`src/rtl/core_pkg.sv`:
```
// Shared encodings for the RV32I-subset core: controller states, opcodes,
// ALU operation selects and datapath mux selects.
package core_pkg;

    typedef enum logic [2:0] {
        ST_IDLE   = 3'd0,
        ST_FETCH  = 3'd1,
        ST_DECODE = 3'd2,
        ST_EXEC   = 3'd3,
        ST_MEM    = 3'd4,
        ST_WB     = 3'd5,
        ST_TRAP   = 3'd6
    } state_t;

    localparam logic [6:0] OP_R   = 7'b0110011;
    localparam logic [6:0] OP_I   = 7'b0010011;
    localparam logic [6:0] OP_LW  = 7'b0000011;
    localparam logic [6:0] OP_SW  = 7'b0100011;
    localparam logic [6:0] OP_BR  = 7'b1100011;
    localparam logic [6:0] OP_JAL = 7'b1101111;

    localparam logic [2:0] F3_BEQ = 3'b000;
    localparam logic [2:0] F3_BNE = 3'b001;

    localparam logic [1:0] ALUOP_ADD   = 2'b00;
    localparam logic [1:0] ALUOP_SUB   = 2'b01;
    localparam logic [1:0] ALUOP_FUNCT = 2'b10;

    localparam logic [1:0] PC_PLUS4  = 2'b00;
    localparam logic [1:0] PC_BRANCH = 2'b01;
    localparam logic [1:0] PC_JAL    = 2'b10;

    localparam logic [1:0] WB_ALU = 2'b00;
    localparam logic [1:0] WB_MEM = 2'b01;
    localparam logic [1:0] WB_PC4 = 2'b10;

    // One-hot instruction class; all-zero means the instruction is illegal.
    typedef struct packed {
        logic r;
        logic i_alu;
        logic lw;
        logic sw;
        logic br;
        logic jal;
    } instr_class_t;

    // Only the IR fields the controller actually decodes are kept here.
    typedef struct packed {
        logic [6:0] funct7;
        logic [2:0] funct3;
        logic [6:0] opcode;
    } ir_fields_t;

endpackage

```
`src/rtl/instr_class_dec.sv`:
```
// Combinational opcode/funct3 decoder: one-hot instruction class plus a
// legal flag for the multi-cycle controller.
module instr_class_dec
    import core_pkg::*;
(
    input  logic [6:0]   opcode,
    input  logic [2:0]   funct3,
    output instr_class_t cls,
    output logic         legal
);

    // NOTE: every always_comb output gets a default first so no path can infer a latch.
    always_comb begin
        cls = '0;
        case (opcode)
            OP_R:    cls.r     = 1'b1;
            OP_I:    cls.i_alu = 1'b1;
            OP_LW:   cls.lw    = 1'b1;
            OP_SW:   cls.sw    = 1'b1;
            OP_BR:   cls.br    = (funct3 == F3_BEQ) || (funct3 == F3_BNE);
            OP_JAL:  cls.jal   = 1'b1;
            default: cls       = '0;
        endcase
        legal = |cls;
    end

endmodule

```
`src/rtl/multicycle_ctrl.sv`:
```
// Multi-cycle FETCH/DECODE/EXEC/MEM/WB controller with Moore outputs decoded
// from the state and the registered instruction fields.
module multicycle_ctrl
    import core_pkg::*;
#(
    parameter bit RESET_TO_FETCH = 1'b1
) (
    input  logic        clk,
    input  logic        rst_n,
    input  logic [31:0] instr,
    input  logic        imem_ready,
    input  logic        dmem_ready,
    input  logic        zero,
    output logic        imem_req,
    output logic        ir_write,
    output logic        pc_write,
    output logic [1:0]  pc_src,
    output logic [1:0]  alu_op,
    output logic        alu_src,
    output logic [2:0]  alu_funct3,
    output logic [6:0]  alu_funct7,
    output logic        dmem_req,
    output logic        dmem_we,
    output logic        reg_write,
    output logic [1:0]  wb_sel,
    output logic        illegal_instr,
    output logic [2:0]  state_o
);

    state_t       state;
    state_t       state_next;
    ir_fields_t   ir;
    instr_class_t cls;
    logic         legal;
    logic         fetch_done;
    logic         br_taken;
    logic         unused_instr_bits;

    assign fetch_done        = (state == ST_FETCH) && imem_ready;
    assign br_taken          = (ir.funct3 == F3_BEQ) ? zero : !zero;
    assign state_o           = state;
    // Register numbers and immediates belong to the datapath, not the controller.
    assign unused_instr_bits = ^{instr[24:15], instr[11:7]};

    instr_class_dec u_dec (
        .opcode (ir.opcode),
        .funct3 (ir.funct3),
        .cls    (cls),
        .legal  (legal)
    );

    // NOTE: sequential state uses non-blocking assignments so every register samples pre-edge values.
    always_ff @(posedge clk) begin
        if (!rst_n) begin
            state <= ST_IDLE;
            ir    <= '0;
        end else begin
            state <= state_next;
            if (fetch_done) begin
                ir <= '{funct7: instr[31:25], funct3: instr[14:12], opcode: instr[6:0]};
            end
        end
    end

    always_comb begin
        state_next    = state;
        imem_req      = 1'b0;
        ir_write      = 1'b0;
        pc_write      = 1'b0;
        pc_src        = PC_PLUS4;
        alu_op        = ALUOP_ADD;
        alu_src       = 1'b0;
        alu_funct3    = 3'b000;
        alu_funct7    = 7'b0000000;
        dmem_req      = 1'b0;
        dmem_we       = 1'b0;
        reg_write     = 1'b0;
        wb_sel        = WB_ALU;
        illegal_instr = 1'b0;

        // ALU controls stay valid from EXEC to WB so address and result are stable.
        if (state == ST_EXEC || state == ST_MEM || state == ST_WB) begin
            if (cls.r) begin
                alu_op     = ALUOP_FUNCT;
                alu_funct3 = ir.funct3;
                alu_funct7 = ir.funct7;
            end else if (cls.i_alu) begin
                alu_op     = ALUOP_FUNCT;
                alu_src    = 1'b1;
                alu_funct3 = ir.funct3;
            end else if (cls.lw || cls.sw) begin
                alu_op  = ALUOP_ADD;
                alu_src = 1'b1;
            end else if (cls.br) begin
                alu_op = ALUOP_SUB;
            end
        end

        case (state)
            ST_IDLE: begin
                if (RESET_TO_FETCH) begin
                    state_next = ST_FETCH;
                end
            end
            ST_FETCH: begin
                imem_req = 1'b1;
                if (imem_ready) begin
                    ir_write   = 1'b1;
                    pc_write   = 1'b1;
                    pc_src     = PC_PLUS4;
                    state_next = ST_DECODE;
                end
            end
            ST_DECODE: begin
                state_next = legal ? ST_EXEC : ST_TRAP;
            end
            ST_EXEC: begin
                if (cls.br) begin
                    pc_write   = br_taken;
                    pc_src     = br_taken ? PC_BRANCH : PC_PLUS4;
                    state_next = ST_FETCH;
                end else if (cls.jal) begin
                    pc_write   = 1'b1;
                    pc_src     = PC_JAL;
                    state_next = ST_WB;
                end else if (cls.lw || cls.sw) begin
                    state_next = ST_MEM;
                end else begin
                    state_next = ST_WB;
                end
            end
            ST_MEM: begin
                dmem_req = 1'b1;
                dmem_we  = cls.sw;
                if (dmem_ready) begin
                    state_next = cls.sw ? ST_FETCH : ST_WB;
                end
            end
            ST_WB: begin
                reg_write  = 1'b1;
                wb_sel     = cls.lw ? WB_MEM : (cls.jal ? WB_PC4 : WB_ALU);
                state_next = ST_FETCH;
            end
            ST_TRAP: begin
                illegal_instr = 1'b1;
            end
            default: begin
                state_next = ST_IDLE;
            end
        endcase
    end

endmodule

```
`config.mk`:
```
export PLATFORM = sky130hd
export DESIGN_NAME = multicycle_ctrl
export DESIGN_NICKNAME = d
export VERILOG_FILES = /design/src/rtl/core_pkg.sv /design/src/rtl/instr_class_dec.sv /design/src/rtl/multicycle_ctrl.sv
export SDC_FILE = /design/constraint.sdc
export NUM_CORES = 1
export LEC_CHECK = 0
export CELL_PAD_IN_SITES_DETAIL_PLACEMENT = 2
export CELL_PAD_IN_SITES_GLOBAL_PLACEMENT = 2
export CORE_ASPECT_RATIO = 0.7
export CORE_MARGIN = 3
export CORE_UTILIZATION = 19
export DETAILED_ROUTE_END_ITERATION = 6
export MAX_ROUTING_LAYER = met4
export PLACE_DENSITY = 0.84
export SYNTH_ARGS = -nofsm -noshare
export SYNTH_HDL_FRONTEND = slang
export SYNTH_SLANG_ARGS = --single-unit
```
`constraint.sdc`:
```
create_clock -name clk -period 1.7 [get_ports clk]
set_input_delay 0.34 -clock clk [delete_from_list [all_inputs] [get_ports clk]]
set_output_delay 0.34 -clock clk [all_outputs]
set_load 0.005 [all_outputs]
```
==> out/metrics.yaml <==
p_leak_nw: 0.9398
required_ns: 1.36
dp.cells: 281
cts_max_level: 1
worst_pin_slew_ns: 0.3059
drtPass1Iterations: 4
hold_path_class: "register to register"
overflow: 0
synth_area_mm2: 0.001089
antenna_cells: 0
slew_violations: 0
die_area_mm2: 0.006688
fin_crit_sh_pct: 125.6
worstSetupPathType: "register to output pin"
cts.clk_slew.worst_paths_ns: 0.08
std_cell_rows: 22
place_congestion: 0.7925
rsz0062_at_grt: "yes"
grt_usage_pct: 16.01
synth_area_leaders: "dfxtp_1 (37%), a21boi_0 (13%), nand2_1 (12%)"
yosysTopAreaCellShare_pct: 36.78
avgSynthCellArea_um2: 7.831
syn_inst: 139
drv_cap: 0
critPathCaptureType: "output pin"
clkPwrFrac_pct: 29.7
period_minus_slack_ns: 2.135
grt_max_degree: 21
drtIter0Drc: 37
place_area_mm2: 0.001849
clk_path_buf_depth: 2
synth-seq-cells: 20
worst_hold_slack_ns: 0.4684
p_switching_mw: 0.3718
synth_nets: 176
die_h_um: 69.33
max_stage_delay_ns: 0.33
violations: "setup timing"
vias_per_cell: 4.466
io_buffer_count: 48
status: "finished with violations"
cp_num_buf_inv: 3
holdBufCountCts: 0
wire_per_inst_um: 17.50
p_sw_share_pct: 28.95
areaGrowthSynthToFinish_pct: 107.4
ys_types: 33
ir_worst_vdd_mv: 0.2524
crit_family: "buffers and inverters"
worst_slack_ns: -0.4346
fin_skew_ns: 0.004586
cts_made_buffers: 3
grt_pass1_vias: 1525
drc: 0
clk_latency_ns: 0.27
die_w_um: 96.47
p_per_area_mw_per_mm2: 569.0
max_freq_mhz: 468.5
initial_core_util_pct: 20.18
design_area_mm2: 0.002257
dr_total_vias: 1362
dp_hpwl_um: 3330
startpoint_type: "register"
hold_violations: 0
crit_chain: "nand4bb_4 > a211oi_2 > buf_4 > buf_12 > and3_1 > clkdlybuf4s15_2"
path_max_fanout: 4
clock-root-buffer: "clkbuf_8"
relSlewSlack_pct: 79.61
yosys_warnings: 0
yosys.area.top_type: "dfxtp_1"
p_seq_share_pct: 41.0
ant_nets: 0
pin_count: 64
antenna_found_initial: 0
cts_tree: "done"
clock_sink_count: 20
utilization_pct: 41.84
drive_above_1_share_pct: 51.93
core_area_mm2: 0.005395
p_comb_share_pct: 29.2
fin_cells: 305
setup_viol: 21
drt-total-wl_um: 5338
finalSetupTns_ns: -6.487
critPathSlowestCell: "dfxtp_2"
finalNetCount: 271
p_int_mw: 0.9126
yosysSeqAreaShare_pct: 36.78
grt_pass1_wl_um: 8100
crit_arrival_ns: 1.79
[through the flow]
step	worst slack (ns)	total power [mW]
2_1_floorplan	0.01822	0.6393
3_3_place_gp	-0.4702	0.8025
3_5_place_dp	-0.4610	0.8188
4_1_cts	-0.3955	1.223
5_1_grt	-0.5314	1.357
6_report	-0.4346	1.284
[sequential cells by signal, indices dropped and copies added (netlist names)]
signal   cells
state_o      3
ir          17
[routing by layer]
metal	vias to the layer above	part of all wire [%]	wire (um)	GRT usage, %
li1	661	-	-	-
met5	-	0	0	-
met2	37	50	2688	27.37
met4	0	1.4	77	3.266
met3	7	5.8	307	4.121
met1	657	42	2264	18.84
[final cells by class]
cell class / instances / area [um^2]
clock buffer: 4 / 55.05
fill: 577 / 3138
sequential: 20 / 410.4
multi-input combinational: 107 / 785.8
inverter: 4 / 17.52
tap: 72 / 90.09
timing repair buffer: 98 / 898.4
[power by group through the flow]
stage / Combinational (mW) / Sequential [mW] / Clock (mW)
after global routing: 0.409 / 0.531 / 0.418
final: 0.376 / 0.527 / 0.382
after global placement: 0.275 / 0.528 / 0
after floorplan: 0.108 / 0.531 / 0
after detailed placement: 0.287 / 0.532 / 0
after CTS: 0.313 / 0.525 / 0.385
[synth_stat cells]
master,n
o21ai_0,3
a21boi_0,19
o2bb2ai_1,1
nand4bb_4,1
nand2b_1,2
a21oi_1,2
or2_2,1
o21bai_1,1
clkbuf_1,4
a21oi_2,1
nor4_1,1
nand3b_1,2
nand4_1,1
nor2_1,7
inv_1,3
nor3b_2,1
o311a_1,1
a211oi_2,1
nor3_1,4
or4b_1,1
and3_1,4
xor2_1,1
nor4_2,1
nand2_1,36
nor4b_1,1
a21boi_1,1
nand3_1,2
dfxtp_1,20
nor3b_1,1
and2_1,9
buf_2,4
a311oi_1,1
inv_2,1
[final timing paths]
path / to / depth (start not counted) / slack, ns / startpoint
worst max-delay path: alu_funct3[1] / 6 / -0.43 / ir[3]$_SDFFE_PN0P_
worst min register to register: ir[12]$_SDFFE_PN0P_ / 2 / 0.47 / ir[12]$_SDFFE_PN0P_
worst min-delay path: ir[12]$_SDFFE_PN0P_ / 2 / 0.47 / ir[12]$_SDFFE_PN0P_
worst max register to register: state_o[2]$_SDFFE_PN0P_ / 7 / -0.20 / ir[3]$_SDFFE_PN0P_
[worst reg2reg max path, cell delays in order, from the launching register on]
cell and delay (ns):
dfxtp_2 0.33, nand4bb_4 0.28, buf_6 0.17, nor4b_4 0.27
buf_4 0.18, buf_6 0.09, a311oi_2 0.11, o311a_1 0.37
[cells by family (layout without fill, tap and decap cells)]
logic type | count (synthesis) | in the layout | synth area share [%]
AND/OR/NAND/NOR | 75 | 75 | 36.55
flip-flops | 20 | 20 | 36.78
XOR/XNOR | 1 | 1 | 0.8047
buffers and inverters | 12 | 106 | 4.597
AO/OA/AOI/OAI | 31 | 31 | 21.27
[cells in the final DEF (no fill, tap or decap), types with 3 or more instances in the layout]
cell type,n
a21boi_0,17
a21oi_2,3
clkdlybuf4s50_1,23
clkbuf_8,4
buf_4,35
nor2_1,4
and2_4,7
nand2_1,34
dfxtp_2,8
buf_2,9
dfxtp_1,12
buf_6,25
[repair_timing]
item                                    CTS  global route
pin swaps                                19            11
setup buffers                            13             9
resized for setup                       124            43
endpoints found under the setup margin   25            27
Note: power is estimated with default switching activity, not from simulation.
==> edit 1: new RTL, same flow settings <==
Change the parameter `RESET_TO_FETCH` from 1'b1 to 1'b0.
--- a/src/rtl/multicycle_ctrl.sv
+++ b/src/rtl/multicycle_ctrl.sv
@@ -5,3 +5,3 @@
 #(
-    parameter bit RESET_TO_FETCH = 1'b1
+    parameter bit RESET_TO_FETCH = 1'b0
 ) (
Check against the original RTL: not equivalent (a bounded check fails within 4 cycles, from zero or initial values and one cycle with rst_n low).
==> edit 1 against the original RTL <==
The flow still finishes with violations (negative setup slack). Sequential cell count unchanged. Worst setup slack worse by 0.024 ns. Wire length is 31% higher. Synthesized area unchanged. Count of clock-buffer cells in the layout stayed put. Non-clock buffer count grew 11. Global-route usage up 2.0 points. Final area up 10%. Critical path type unchanged. Largest cell class unchanged. Highest routed layer unchanged.
Power is not compared: it rests on default switching activity, and its combinational part moved more than twofold at a synthesized area within 25%.
==> edit 1: results (changes against the original RTL) <==
| Metric | Value |
|---|---|
| Post-cts resize count | 162 (+31%) |
| Routed len/inst | 21.51 µm (+23%) |
| Number of H-tree levels | 1 (unchanged) |
| Top post-synthesis cells by area | dfxtp_1 37%, nand2_1 13%, a21oi_1 10% |
| Initial DRC Count | 63 (+70%) |
| Status | finished, violations left |
| Root Buffer Master | clkbuf_8 |
| CP top delay family | simple AND/OR/NAND/NOR gates |
| Setup bufs post-CTS | 18 (+5) |
| Signal inverters | 7 (+3) |
| Met2 Usage GRT | 0.2913 (+0.01758) |
| HPWL Detailed | 3.558 mm (+6.9%) |
| First-pass GRT wire length | 9.039 mm (+12%) |
| Layout fillers | 581 (+0.69%) |
| Slowest-stage cell, CP | dfxtp_2 |
| Max reg flops | 17 (unchanged) |
| Clock skew | 0.002810 ns (-0.001776 ns) |
| Routing usage on met1 | 0.2354 (+0.04693) |
| Number of nets in the layout | 293 (+8.1%) |
| Reg2reg path depth | 10 (+3) |
| Endpoints failing setup | 24 (+14%) |
| Clk tree area frac | 0.02214 (-0.002246) |
| Crit Reg-Reg Endpoint | state_o[0] |
| Crit path launch | state_o[2] |
| Worst vdd ir | 0.2201 mV |
| Final GP Congestion | 0.7933 (+0.10%) |
| Multi-input gate area | 874.6 µm² (+11%) |
| Hold Path Origin | ir[14] |
| Final hold violation count | 0 (unchanged) |
| Fraction of layout cells with a size suffix above 1 | 0.5748 (+0.05549) |
| Clock Sinks | 20 (unchanged) |
| CP endpoint | alu_funct7[5] |
| GRT Total Usage | 0.1802 (+0.02010) |
| Top cells by count, synth | 37 x nand2_1, 22 x a21oi_1, 20 x dfxtp_1 |
| I/O Buffers | 48 (unchanged) |
| Worst r2r src | state_o[1] |
| Failing checks | negative setup slack |
| Synth cell types | 35 (+6.1%) |
| PnR worst setup slack | -0.4584 ns (-0.02384 ns) |
| Max_slew headroom | 0.8000 (+0.003861) |
| Largest net degree at the start of global routing | 19 (-9.5%) |
| Final hold slack | 0.4625 ns (-0.005854 ns) |
| M1 WL | 3.188 mm (+41%) |
| Vias in the first global route | 1,580 (+3.6%) |
| Nonclk buf count | 109 (+11%) |
| Via density | 4.669 (+4.5%) |
| Routed wl met3 | 306 µm (-0.33%) |
| Multi-input logic cell count | 114 (+6.5%) |
| Clk pin slew, worst setup/hold paths | 0.08 ns (about the same) |
| Initial antenna violation count | 0 (unchanged) |
| Net Count, Synth | 185 (+5.1%) |
| Flop2flop setup slack | -0.19 ns |
| FF+latch area | 429.2 µm² (+4.6%) |
| Hold depth | 2 (unchanged) |
| Worst Hold End | ir[14] |
| Non-clock buffer share of cell area | 0.4036 (+0.005618) |
| Met2 WL | 3.425 mm (+27%) |
| Largest stage delay, worst path | 0.35 ns (+0.02 ns) |
| Max cap viols | 0 (unchanged) |
| WP data arrival | 1.82 ns (+0.03 ns) |
[edit 1: cell count changes in the layout (fill, tap and decap cells not counted), sizes merged, moves of 2 or more]
cell | before | now
a21boi | 20 | 2
a21oi | 3 | 22
a31oi | 0 | 3
buf | 72 | 85
clkdlybuf4s50 | 23 | 21
clkinv | 0 | 2
dlygate4sd2 | 0 | 2
or4 | 0 | 2
[edit 1: power breakdown]
part           leakage, nW  total (W)  internal (W)            switching [W]
clock               0.0288   0.000378      0.000207                 0.000171
sequential           0.168   0.000458      0.000458  0.000000000000000000336
combinational        0.862  0.0000730     0.0000469                0.0000261
[edit 1: logic make-up after synthesis]
| group | Yosys count | share of synthesized area |
|---|---|---|
| and+or+nand+nor | 77 | 0.3747 |
| AOI/OAI and AO/OA | 35 | 0.1897 |
| DFF | 20 | 0.3678 |
| buffers and inverters | 13 | 0.04828 |
| xor gates and xnor gates | 1 | 0.008047 |
| adders and majority gates | 1 | 0.01149 |
[edit 1: tightest hold or removal path, delay by kind of cell, from the launching register on]
kind / cells / cell delay, ns
AO/OA/AOI/OAI: 1 / 0.05
flip-flops: 1 / 0.32
AND/OR/NAND/NOR: 1 / 0.05
[edit 1: through the flow]
stage | total power, W | cell area, µm² | instances | worst slack, ns | TNS [ns]
global route | 0.0009488 | 2486 | 326 | -0.5407 | -7.953
finish | 0.0009092 | 2486 | 326 | -0.4584 | -6.228
floorplan | 0.0004869 | 1101 | 147 | -0.03069 | -0.2148
detailed placement | 0.0005449 | 1864 | 291 | -0.5414 | -10.70
global placement | 0.0005445 | 1864 | 291 | -0.4945 | -7.957
CTS | 0.0009205 | 2233 | 313 | -0.4362 | -5.493
==> edit 2: new RTL, same flow settings <==
Made on the original files. Reset style: asynchronous (`rst_n`), changed in one clocked block.
--- a/src/rtl/multicycle_ctrl.sv
+++ b/src/rtl/multicycle_ctrl.sv
@@ -52,3 +52,3 @@
     // NOTE: sequential state uses non-blocking assignments so every register samples pre-edge values.
-    always_ff @(posedge clk) begin
+    always_ff @(posedge clk or negedge rst_n) begin
         if (!rst_n) begin
Function: differs if rst_n is asserted again (counterexample within 4 cycles, from zero or initial values and one cycle with rst_n low); with rst_n held inactive, the same outputs for 10 cycles.
==> edit 2 against the original RTL <==
The run still ends with negative setup slack left. Wire length rose by 10%. Worst setup slack got worse by 0.15 ns. Final area rose by 10%. Sequential cell count did not move. Synthesized area rose by 3.6%. Count of clock-buffer cells in the layout fell by 1.
Power is not compared: it rests on default switching activity, and its combinational part moved more than twofold at a synthesized area within 25%.
==> edit 2: results (changes against the original RTL) <==
| Metric | Value |
|---|---|
| Tightest Hold Check Type | input port to async pin |
| First-pass GRT wire length | 8.493 mm (+4.9%) |
| Layout fillers | 558 (-3.3%) |
| Root Buffer Master | clkbuf_8 |
| Final GP Congestion | 0.8432 (+6.4%) |
| Number of H-tree levels | 1 (unchanged) |
| HPWL Detailed | 3.167 mm (-4.9%) |
| Yosys warns | 0 (unchanged) |
| Clock skew | 0.01674 ns (+0.01215 ns) |
| Status | finished, violations left |
| Total wire length | 5.897 mm (+10%) |
| Async SR Flop Fraction | 1.000 (+1.000) |
| Top cells by count, synth | 20 x dfrtp_1, 17 x mux2_2, 7 x and2_1, 7 x nand2_1, 5 x nor2_1 |
| Worst vdd ir | ~0.46 mV |
| GRT Total Usage | 0.1660 (+0.005873) |
| Net Count, Synth | 137 (-22%) |
| Final setup TNS | -16.94 ns (-10.45 ns) |
| Leakage power | between 1 and 1.5 nW |
| Initial antenna violation count | 0 (unchanged) |
| Worst slew pin tran | 0.4636 ns (+0.1578 ns) |
| Pre-Repair DR Iteration Count | 4 (unchanged) |
| Clk pin slew, worst setup/hold paths | around 0.09 ns |
| PnR worst setup slack | -0.5852 ns (-0.1506 ns) |
| WP data arrival | 1.95 ns (+0.16 ns) |
| Fraction of layout cells with a size suffix above 1 | 0.7024 (+0.1831) |
| Max reg flops | 17 (unchanged) |
| Largest net degree at the start of global routing | 21 (unchanged) |
| Number of nets in the layout | 244 (-10%) |
| Failing checks | negative setup slack |
| Initial DRC Count | 45 (+22%) |
| Top post-synthesis cells by area | dfrtp_1 44%, mux2_2 17%, and2_1 3.9% |
| Endpoints failing setup | 44 (+110%) |
| Largest Register | ir |
| Vias in the first global route | 1,404 (-7.9%) |
| Max Buffers Root-to-Sink | 2 (unchanged) |
| CTS Buf Count | 3 (unchanged) |
| Clk Latency, worst-skew pair | 0.27 ns (about the same) |
| Crit path max fanout | 3 (-1) |
| Post-route ant nets | 0 (unchanged) |
| I/O Buffers | 48 (unchanged) |
| Antenna cell count | 0 (unchanged) |
| Detailed-route via count | 1,199 (-12%) |
| Synth cell types | 36 (+9.1%) |
| Register area share after synthesis | 0.4440 (+0.07614) |
-- edit 2: changes by cell type after synthesis, sizes merged, moves of 2 or more --
cell	change
clkbuf	-3
or3	+2
o41ai	+2
dfxtp	-20
nor3	-2
mux2	+17
a21boi	-18
dfrtp	+20
nor2	-2
o21ai	-3
nand2	-29
-- edit 2: final timing paths --
path,from,endpoint,slack [ns],cells after the start
max reg2reg,state_o[1],ir[4],-0.39,10
min,rst_n,ir[2],0.40,2
max in group asynchronous,rst_n,ir[14],1.06,2
min reg2reg,ir[10],ir[10],0.51,1
max,ir[3],alu_funct7[2],-0.59,7
min in group clk,ir[10],ir[10],0.51,1
-- edit 2: cell families after synthesis --
| group | share of synthesized area |
|---|---|
| compound gates | 0.09768 |
| xor+xnor | 0.007771 |
| buf+inv | 0.04882 |
| flops | 0.4440 |
| mux | 0.1698 |
| simple gates | 0.2320 |
-- edit 2: worst max-delay path, cell delays in order, from the launching register on --
cell,delay [ns]
dfrtp_1,0.40
or3_4,0.39
a211oi_4,0.20
buf_4,0.15
and3_4,0.20
buf_6,0.10
and2_4,0.13
buf_6,0.09
-- edit 2: what timing repair did --
item	4_1_cts	5_1_grt
pin swaps	22	12
cloned	1	0
endpoints found under the setup margin	43	47
buffers inserted	24	15
hold buffers	0	0
resized for setup	170	38
-- edit 2: power by group --
group	internal [W]	switching [W]
Combinational	0.00155	0.00106
Sequential	0.000720	0.000195
Clock	0.000158	0.000167
Total	0.00243	0.00142
-- edit 2: area by class of cell --
class | instances | area share
sequential | 20 | 0.2019
multi-input combinational | 72 | 0.3225
clock buffer | 3 | 0.01657
timing repair buffer | 107 | 0.4184
inverter | 3 | 0.004520
tap | 72 | 0.03616
-- edit 2: per-layer routing --
metal,GRT usage,up-vias,routed length (µm)
li1,-,567,-
met1,0.2063,597,2660
met2,0.2836,31,3007
met3,0.02196,4,178
met4,0.04608,0,51
met5,-,-,0
-- edit 2: per-stage QoR --
step / cell area, µm² / setup slack, ns / power [W] / cells
after global routing: 2491 / -0.6729 / 0.004081 / 277
after CTS: 2326 / -0.5105 / 0.003414 / 269
after detailed placement: 1894 / -0.6176 / 0.002396 / 245
final: 2491 / -0.5852 / 0.003848 / 277
after floorplan: 1149 / -0.04647 / 0.001626 / 100
after global placement: 1894 / -0.5932 / 0.002312 / 245
